File: src/rtl/mem_wb_stage.sv
// MEM stage handshake with the data memory plus the MEM/WB pipeline register.
// All state moves on the falling edge of Clk, in step with the upstream EX/MEM register.
module mem_wb_stage (
  input  logic        Clk,
  input  logic        Rst,
  input  logic        RegWriteIn,
  input  logic        MoveNotZeroIn,
  input  logic        DontMoveIn,
  input  logic        HiOrLoIn,
  input  logic        MemToRegIn,
  input  logic        HiLoToRegIn,
  input  logic        MemWriteIn,
  input  logic        BranchIn,
  input  logic        MemReadIn,
  input  logic [31:0] RHiIn,
  input  logic [31:0] RLoIn,
  input  logic [31:0] AddResultIn,
  input  logic [31:0] ALUResultIn,
  input  logic [31:0] RD2In,
  input  logic        ZeroIn,
  input  logic [4:0]  WriteAddressIn,
  output logic        DMemReq,
  output logic        DMemRead,
  output logic        DMemWrite,
  output logic [31:0] DMemAddr,
  output logic [31:0] DMemWData,
  input  logic        DMemAck,
  input  logic [31:0] DMemRData,
  output logic        Stall,
  output logic        PCSrc,
  output logic [31:0] BranchTarget,
  output logic        RegWriteOut,
  output logic [4:0]  WriteAddressOut,
  output logic [31:0] WriteDataOut,
  output logic        MemError
);

  typedef enum logic [1:0] {
    IDLE   = 2'd0,
    ACCESS = 2'd1,
    DONE   = 2'd2
  } state_e;

  state_e      state_q;
  logic [3:0]  cnt_q;
  logic [31:0] load_q;
  logic        mem_err_q;
  logic        reg_write_q;
  logic [4:0]  waddr_q;
  logic [31:0] wdata_q;

  logic        access_s;
  logic        stall_s;
  logic        we_s;
  logic [31:0] wb_data_s;
  logic        reg_write_d;
  logic [4:0]  waddr_d;
  logic [31:0] wdata_d;

  // Access decode, stall, writeback enable/data and MEM/WB next state
  always_comb begin
    access_s = MemReadIn | MemWriteIn;
    case (state_q)
      IDLE:    stall_s = access_s;
      ACCESS:  stall_s = 1'b1;
      DONE:    stall_s = 1'b0;
      default: stall_s = 1'b0;
    endcase
    we_s = RegWriteIn
         & ~(MoveNotZeroIn & (RD2In == 32'd0))
         & ~(DontMoveIn & (RD2In != 32'd0))
         & ~(MoveNotZeroIn & DontMoveIn);
    if (HiLoToRegIn) begin
      wb_data_s = HiOrLoIn ? RHiIn : RLoIn;
    end else if (MemToRegIn) begin
      wb_data_s = load_q;
    end else begin
      wb_data_s = ALUResultIn;
    end
    // A stalled cycle inserts a bubble but keeps the last address/data visible
    if (stall_s) begin
      reg_write_d = 1'b0;
      waddr_d     = waddr_q;
      wdata_d     = wdata_q;
    end else begin
      reg_write_d = we_s;
      waddr_d     = WriteAddressIn;
      wdata_d     = wb_data_s;
    end
  end

  // Memory access FSM with ack timeout, load capture and sticky error flag
  always_ff @(negedge Clk) begin
    if (!Rst) begin
      state_q   <= IDLE;
      cnt_q     <= 4'd0;
      load_q    <= 32'd0;
      mem_err_q <= 1'b0;
    end else begin
      case (state_q)
        IDLE: begin
          if (access_s) begin
            state_q <= ACCESS;
            cnt_q   <= 4'd0;
          end else begin
            state_q <= IDLE;
          end
        end
        ACCESS: begin
          if (DMemAck) begin
            load_q  <= DMemRData;
            state_q <= DONE;
          end else if (cnt_q == 4'd15) begin
            load_q    <= 32'd0;
            mem_err_q <= 1'b1;
            state_q   <= DONE;
          end else begin
            cnt_q <= cnt_q + 4'd1;
          end
        end
        DONE: begin
          state_q <= IDLE;
        end
        default: begin
          state_q <= IDLE;
        end
      endcase
    end
  end

  // MEM/WB pipeline register
  always_ff @(negedge Clk) begin
    if (!Rst) begin
      reg_write_q <= 1'b0;
      waddr_q     <= 5'd0;
      wdata_q     <= 32'd0;
    end else begin
      reg_write_q <= reg_write_d;
      waddr_q     <= waddr_d;
      wdata_q     <= wdata_d;
    end
  end

  assign DMemReq         = (state_q == ACCESS);
  assign DMemRead        = DMemReq & MemReadIn;
  assign DMemWrite       = DMemReq & MemWriteIn & ~MemReadIn;
  assign DMemAddr        = ALUResultIn;
  assign DMemWData       = RD2In;
  assign Stall           = stall_s;
  assign PCSrc           = BranchIn & ZeroIn & ~stall_s;
  assign BranchTarget    = AddResultIn;
  assign RegWriteOut     = reg_write_q;
  assign WriteAddressOut = waddr_q;
  assign WriteDataOut    = wdata_q;
  assign MemError        = mem_err_q;

endmodule

File: config.mk
export PLATFORM = sky130hd
export DESIGN_NAME = mem_wb_stage
export DESIGN_NICKNAME = d
export VERILOG_FILES = /design/src/rtl/mem_wb_stage.sv
export SDC_FILE = /design/constraint.sdc
export NUM_CORES = 1
export LEC_CHECK = 0
export ABC_CLOCK_PERIOD_IN_PS = 1630
export BUFFER_PORTS_ARGS = -buffer_cell sky130_fd_sc_hd__buf_4
export CORE_MARGIN = 2
export CORE_UTILIZATION = 25
export CTS_CLUSTER_SIZE = 25
export DETAILED_ROUTE_END_ITERATION = 7
export PLACE_DENSITY = 0.58
export RECOVER_POWER = 100
export SLEW_MARGIN = 20
export SYNTH_ARGS = -nofsm -noshare
export SYNTH_HDL_FRONTEND = slang
export SYNTH_SLANG_ARGS = --single-unit
File: constraint.sdc
create_clock -name Clk -period 1.63 [get_ports Clk]
set_input_delay 0.326 -clock Clk [delete_from_list [all_inputs] [get_ports Clk]]
set_output_delay 0.326 -clock Clk [all_outputs]
set_load 0.1 [all_outputs]
==> impl_metrics.ini, run 1 <==
[yosys]
syn_avg_cell_area_um2 = 8.05
yosys-top-cells-area = dfxtp_1, buf_4, nand2_1, a21oi_1, mux2_2
async_flop_share_pct = 0
yosysUniqueCellTypes = 35
syn-num-nets = 782
synth_edf_count = 0
synth_warnings = 0
netlist_area_um2 = 4590
synth_area_leader_cell = dfxtp_1
ys_seq_area_share_pct = 33.6
synth_top_area_share_pct = 33.6
ys.flop_type = dfxtp_1
ys_ff_latch = 77
synth_cells = 571

[global_route]
grt_start_max_net_pins = 31
grt_pass1_vias = 5406
grt-ovfl-total = 0
grt_pass1_wl_mm = 28.4
antenna_found_initial = 0
grt_usage_pct = 18.6

[setup_path]
cp.arrival_ns = 2.37
crit_type = reg2out
ff2ff_setup_slack_ns = -0.44
end_kind = output port
critPathMaxFanout = 2
required_ns = 1.30
critPathLaunchType = register

[drt]
wl_mm = 19.4
first_iter_violations = 195
wire_per_inst_um = 17.2
num_vias = 5246
route.met3.wl_mm = 1.30
post-route-drc-count = 0
viasPerCell = 4.66
top_layer = met4
dr.pass1.iters = 4
ant_nets = 0
routed-wl-met2_mm = 10.2
wl_met1_mm = 7.73

[clocking]
root_buffer = clkbuf_16
path_clk_slew_ns = 0.04
cts_buffers = 9
cts.sinks = 77
worstSkewPairLatency_ns = 0.41
cts_max_level = 3
cts_buffer_depth = 2
cts_tree = yes

[sta]
worst_slew_pin_slew_ns = 0.554
setup_viol = 121
slew_violations = 0
hold_viol_final = 0
holdWs_ns = 0.452
setup_slack_ns = -1.07
rsz0062_at_grt = yes
fin_skew_ns = 0.0233
relSlewSlack_pct = 63.2

[placed_design]
portBuffers = 285
gp_congestion = 0.776
dp_hpwl_mm = 12.9

[cells_and_area]
diodes = 0
final_util_pct = 49.1
syn2layout_area_growth_pct = 92.6
multiInputGateArea_um2 = 2580
drive_above_1_share_pct = 61.6
num-fill-cells = 1704
nets = 1103
seq_area_um2 = 1690

[hold_path]
hold_class = reg2reg

[pwr]
power_density_nw_per_um2 = 905
leakagePower_nw = 4.10
peakVddDrop_v = 0.000499

[floorplanning]
die_x_um = 140
dieArea_um2 = 19500
die_y_um = 140
ios = 350
initial_utilization_pct = 25.5
core_um2 = 18000
core.rowCount = 49

[outcome]
failed_checks = negative setup slack
run_status = complete, but fails checks

[job]
drv_cap = 0
cell usage after synthesis, types with 5 or more instances:
| library cell | n |
|---|---|
| a21oi_1 | 73 |
| buf_4 | 96 |
| nand3_1 | 33 |
| dfxtp_1 | 77 |
| nor4_1 | 8 |
| nand2_1 | 109 |
| o211ai_1 | 32 |
| mux2_2 | 32 |
| buf_1 | 5 |
| buf_2 | 6 |
| mux2i_1 | 32 |
| clkbuf_1 | 30 |
sequential cells by signal, summed over array words and instances (netlist names):
register,count
WriteDataOut,32
load_q,32
WriteAddressOut,5
cnt_q,4
state_q,2
MemError,1
RegWriteOut,1
metal layers:
layer / GRT usage, % / vias up
met3: 6.43 / 19
li1: - / 2530
met4: 6.47 / 0
met5: 0 / -
met1: 21.3 / 2499
met2: 32.2 / 198
cell type report:
type	count	area share, %
Sequential cell	77	19.1
Tap cell	229	3.24
Clock inverter	84	4.62
Clock buffer	9	2.54
Multi-Input combinational cell	351	29.1
Timing Repair Buffer	372	41.1
Inverter	4	0.283
per-stage QoR:
stage                     power [mW]  worst slack, ns  cells  cell area [µm²]  setup TNS, ns
after detailed placement        4.79           -0.805   1002             6880         -53.73
after global placement          4.78           -0.769   1002             6880         -51.96
after CTS                       8.07            -1.09   1117             8470         -56.16
final                           8.01            -1.07   1126             8850         -46.00
after global routing            8.51            -1.12   1126             8850         -51.88
after floorplan                 4.46           -0.856    571             4970         -29.03
cells in the final DEF, fill, tap and decap left out, types with 2 or more instances in the layout:
| cell type | Yosys | final |
|---|---|---|
| nor3_1 | 2 | 2 |
| nand3_4 | 0 | 8 |
| buf_12 | 0 | 63 |
| or4_4 | 0 | 2 |
| clkbuf_2 | 0 | 64 |
| clkbuf_16 | 0 | 14 |
| nand4_1 | 4 | 4 |
| nand2_1 | 109 | 92 |
| nand2_4 | 0 | 4 |
| clkinv_4 | 0 | 2 |
| bufinv_16 | 0 | 3 |
| mux2i_1 | 32 | 32 |
| dfxtp_4 | 0 | 39 |
| inv_1 | 4 | 79 |
| and2_4 | 0 | 3 |
| o31ai_1 | 2 | 2 |
| mux2_2 | 32 | 32 |
| buf_6 | 2 | 10 |
| inv_4 | 0 | 3 |
| buf_4 | 96 | 223 |
| a221oi_2 | 1 | 2 |
| buf_8 | 0 | 4 |
| nand3_2 | 0 | 19 |
| buf_16 | 0 | 3 |
| nand3_1 | 33 | 6 |
| nor4_1 | 8 | 7 |
| o211ai_1 | 32 | 32 |
| dfxtp_1 | 77 | 37 |
| a21oi_2 | 0 | 29 |
| a21oi_1 | 73 | 44 |
| nand2_2 | 0 | 13 |
final timing paths:
check        cells past startpoint        end       start
max reg2reg                      9   cnt_q[2]  state_q[0]
max                              4      PCSrc  state_q[0]
min                              2  load_q[2]   load_q[2]
min reg2reg                      2  load_q[2]   load_q[2]
report_power, final:
part	internal [mW]	switching, mW
Combinational	1.07	1.74
Clock	1.76	1.35
Sequential	1.98	0.0983
critical path, cell delays in order (launching register included):
cell and delay, ns:
dfxtp_2 0.32, or3_4 0.36, nand2b_4 0.11, and3_4 0.19
buf_12 0.17
cell families (layout without fill, tap and decap cells):
kind of cell	Yosys count	after routing	synth area share (%)
DFF	77	77	33.6
muxes	64	64	14.8
buffers and inverters	144	469	20.1
adders and majority gates	1	1	0.272
AOI/OAI and AO/OA	113	113	14.5
and+or+nand+nor	172	173	16.7
repair_timing:
action / 4_1_cts / 5_1_grt
cloned: 5 / 5
gates resized for setup: 168 / 108
setup buffers: 18 / 14
pin swaps: 15 / 73
setup endpoints to repair: 114 / 121
hold buffers: 0 / 0
Note: power is estimated with default switching activity, not from simulation.
==> run 2, diff against run 1 <==
==> constraint.sdc (replaced) <==
create_clock -name Clk -period 1.63 [get_ports Clk]
set_input_delay 0.2445 -clock Clk [delete_from_list [all_inputs] [get_ports Clk]]
set_output_delay 0.2445 -clock Clk [all_outputs]
set_load 0.1 [all_outputs]
==> impl_metrics.ini, run 2 (synthesis gave the netlist of run 1 again) <==
[setup_path]
reg2regPathDepth = 7
critPathLaunchType = register
critPathMaxFanout = 4
crit_type = reg2out
endpoint = PCSrc
required_ns = 1.39
cp-startpoint = state_q[0]
ff2ff_setup_slack_ns = -0.24
end_kind = output port
r2r-end = cnt_q[3]
cp.arrival_ns = 2.39
worstReg2RegStart = state_q[0]

[cells_and_area]
multiInputGateArea_um2 = 2260
drive_above_1_share_pct = 54.2
diodes = 0
nets = 1098
num-fill-cells = 1870
layout_common_cells = buf_4, nand2_1, inv_1
final_common_cell = buf_4
seq_area_um2 = 1690
syn2layout_area_growth_pct = 80.0
stdcell_count = 1120

[placed_design]
dp_hpwl_mm = 12.8
dp.cells = 1009
gp_congestion = 0.757
portBuffers = 285

[pwr]
p_switching_mw = 3.07
peakVddDrop_v = 0.000454
power_frac_clock_pct = 35.0
pwr-share-seq_pct = 28.3
swShare_pct = 41.9
p_int_mw = 4.26
leakagePower_nw = 3.93
combPwrFrac_pct = 36.7
power_density_nw_per_um2 = 886
power_mw = 7.33

[global_route]
grt_pass1_wl_mm = 27.6
grt_usage_pct = 17.9
grt-ovfl-total = 0
grt_start_max_net_pins = 34
grt_pass1_vias = 5382
antenna_found_initial = 0

[clocking]
cts_buffer_depth = 2
cts.sinks = 77
worstSkewPairLatency_ns = 0.41
hold_buffers = 0
cts_tree = yes
root_buffer = clkbuf_16
cts_max_level = 3
cts_buffers = 9
path_clk_slew_ns = 0.04

[floorplanning]
die_x_um = 140
core_um2 = 18000
dieArea_um2 = 19500
ios = 350
core.rowCount = 49
die_y_um = 140
initial_utilization_pct = 25.5

[drt]
num_vias = 5159
wire_per_inst_um = 16.8
wl_mm = 18.8
viasPerCell = 4.61
first_iter_violations = 141
dr.pass1.iters = 4
post-route-drc-count = 0
ant_nets = 0

[sta]
rsz0062_at_grt = yes
slew_violations = 0
fin_skew_ns = 0.0212
relSlewSlack_pct = 61.3
setup_slack_ns = -1.00
worst_slew_pin_slew_ns = 0.583
setup_viol = 104
hold_viol_final = 0

[hold_path]
hold_class = reg2reg

[job]
drv_cap = 0

[outcome]
failed_checks = negative setup slack
run_status = complete, but fails checks
-- run 2: cell types whose count changed in the layout (fill, tap and decap cells not counted), moves of 3 or more --
cell and change:
a21oi_1 +26, buf_6 -3, nand2_2 -6, buf_12 -4
nand2_4 -4, nand3_2 -19, bufinv_16 -3, nand3_1 +27
buf_4 +4, a21oi_2 -26, nand2_1 +10, nand3_4 -8
-- run 2: repair_timing --
action                     CTS  global route
gates resized for setup    161            21
setup endpoints to repair   87           119
gates cloned                 1             6
pin swaps                    6            34
setup buffers               19             6
-- run 2: worst max-delay path, cell delays in order, from the launching register on --
cell and delay [ns]:
dfxtp_1 0.31, or3_4 0.36, nand2b_4 0.12, and3_4 0.20, buf_12 0.17
-- run 2: final cells by class --
class	instances	area share [%]
Timing Repair Buffer	366	42.0
Multi-Input combinational cell	352	27.3
Sequential cell	77	20.4
Clock inverter	83	3.90
Tap cell	229	3.46
Clock buffer	9	2.72
Inverter	4	0.182
-- run 2: power groups by stage --
| stage | Combinational, mW | Clock [mW] | Sequential (mW) |
|---|---|---|---|
| floorplan | 1.69 | 0.288 | 2.48 |
| global placement | 2.44 | 0.288 | 2.06 |
| detailed placement | 2.45 | 0.288 | 2.06 |
| CTS | 2.75 | 2.70 | 2.07 |
| global route | 2.81 | 2.97 | 2.08 |
| finish | 2.69 | 2.56 | 2.07 |
-- run 2: worst min path at each step --
| stage | startpoint | to | slack [ns] | cells after the start |
|---|---|---|---|---|
| CTS | load_q[8] | load_q[8] | 0.46 | 2 |
| detailed placement | load_q[8] | load_q[8] | 0.46 | 2 |
| global route | load_q[15] | load_q[15] | 0.49 | 2 |
| finish | load_q[8] | load_q[8] | 0.46 | 2 |
| global placement | load_q[25] | load_q[25] | 0.45 | 2 |
| floorplan | load_q[20] | load_q[20] | 0.44 | 2 |
-- run 2: metal layers --
metal	wire [µm]	up-vias	global-route usage [%]
li1	-	2515	-
met1	7690	2429	19.6
met2	9680	203	31.8
met3	1300	12	7.16
met4	133	0	5.37
met5	0	-	0
-- run 2: stage by stage --
stage / utilization [%] / setup TNS (ns) / hold slack [ns] / setup WS, ns / instance area, µm²
CTS: 46.3 / -34.25 / 0.463 / -1.01 / 8340
floorplan: - / -21.90 / 0.440 / -0.775 / 4960
detailed placement: 38.5 / -43.93 / 0.457 / -0.751 / 6950
global placement: 38.5 / -43.27 / 0.452 / -0.761 / 6950
global route: 45.9 / -39.15 / 0.485 / -1.04 / 8270
finish: 45.9 / -33.28 / 0.461 / -1.00 / 8270
==> run 3, diff against run 2 <==
--- a/config.mk
+++ b/config.mk
@@ -11,7 +11,7 @@
 export CORE_UTILIZATION = 25
 export CTS_CLUSTER_SIZE = 25
 export DETAILED_ROUTE_END_ITERATION = 7
-export PLACE_DENSITY = 0.58
+export PLACE_DENSITY_LB_ADDON = 0.08
 export RECOVER_POWER = 100
 export SLEW_MARGIN = 20
 export SYNTH_ARGS = -nofsm -noshare
==> impl_metrics.ini, run 3 (synthesis gave the netlist of run 1 again) <==
[outcome]
run_status = complete, but fails checks
failed_checks = negative setup slack

[clocking]
cts_buffer_depth = 2
cts_buffers = 9
cts.sinks = 77
cts_max_level = 3
cts_tree = yes
hold_buffers = 0
worstSkewPairLatency_ns = 0.41
root_buffer = clkbuf_16
path_clk_slew_ns = 0.03

[drt]
post-route-drc-count = 0
num_vias = 5083
first_iter_violations = 137
wire_per_inst_um = 16.5
wl_mm = 18.2
ant_nets = 0
viasPerCell = 4.60
dr.pass1.iters = 4

[global_route]
antenna_found_initial = 0
grt_start_max_net_pins = 37
grt_pass1_wl_mm = 27.9
grt-ovfl-total = 0
grt_pass1_vias = 5424
grt_usage_pct = 18.4

[sta]
fin_skew_ns = 0.0139
rsz0062_at_grt = yes
relSlewSlack_pct = 63.3
hold_viol_final = 0
slew_violations = 0
worst_slew_pin_slew_ns = 0.553
setup_viol = 87
tns_ns = -35.16
setup_slack_ns = -0.928
holdWs_ns = 0.460

[setup_path]
worst-path-buf-inv = 1
critPathMaxFanout = 2
slowest_stage = or3_4
end_kind = output port
required_ns = 1.39
cp.arrival_ns = 2.31
max_stage_delay_ns = 0.35
crit_type = reg2out
critPathLaunchType = register
cp_top_family = simple AND/OR/NAND/NOR gates
cp-startpoint = state_q[0]
worstReg2RegStart = state_q[0]
crit_chain = or3_4 > nand2b_4 > and3_4 > buf_12

[cells_and_area]
multiInputGateArea_um2 = 2220
final_common_cell = buf_4
fin_area_um2 = 8020
num-fill-cells = 1857
final_util_pct = 44.5
drive_above_1_share_pct = 52.5
diodes = 0
seq_area_um2 = 1690
syn2layout_area_growth_pct = 74.6
layout_common_cells = buf_4, nand2_1, inv_1
nets = 1081
stdcell_count = 1104

[pwr]
power_mw = 7.47
power_density_nw_per_um2 = 932
leakagePower_nw = 3.82
peakVddDrop_v = 0.000499

[floorplanning]
dieArea_um2 = 19500
initial_utilization_pct = 25.5
die_y_um = 140
die_x_um = 140
ios = 350
core.rowCount = 49
core_um2 = 18000

[hold_path]
hold_path.startpoint = load_q[27]
hold_class = reg2reg

[placed_design]
gp_congestion = 0.762
dpl_cell_area_um2 = 6880
dp.cells = 1000
portBuffers = 285
post-place-ws_ns = -0.719
dp_hpwl_mm = 13.4

[job]
drv_cap = 0
-- run 3: path summary, 6_finish.rpt --
path         slack, ns    endpoint  depth (start not counted)
max              -0.93       PCSrc                          4
min reg2reg       0.46  load_q[27]                          2
min               0.46  load_q[27]                          2
max reg2reg      -0.20    cnt_q[3]                          6
-- run 3: where the power goes --
group	switching, mW	leakage [nW]	total (mW)	internal, mW
Combinational	1.66	2.61	2.63	0.966
Sequential	0.0860	0.656	2.07	1.98
Clock	1.33	0.558	2.78	1.44
Total	3.08	3.82	7.47	4.39
-- run 3: what timing repair did --
action                                  in CTS  in global routing
pin swaps                                    5                  7
endpoints found under the setup margin      88                 89
setup buffers                                8                  2
gates resized for setup                    148                  3
cloned                                       2                  0
-- run 3: cell type report --
cell class | instances | area share (%)
multi-input cells | 351 | 27.6
flip-flops and latches | 77 | 21.0
clock buffers | 9 | 2.81
repair buffers | 350 | 40.2
inverters | 4 | 0.281
well taps | 229 | 3.57
clock inverters | 84 | 4.49
-- run 3: worst reg2reg max path, cell delays in order, from the launching register on --
cell      delay, ns
dfxtp_1        0.30
buf_4          0.14
nor2b_4        0.14
clkbuf_2       0.18
and4_4         0.24
or4_4          0.51
a221oi_2       0.24
-- run 3: routing by layer --
layer	routed length, µm	global-route usage (%)
met1	6950	19.3
met2	9860	33.9
met3	1140	5.75
met4	289	7.63
met5	0	0
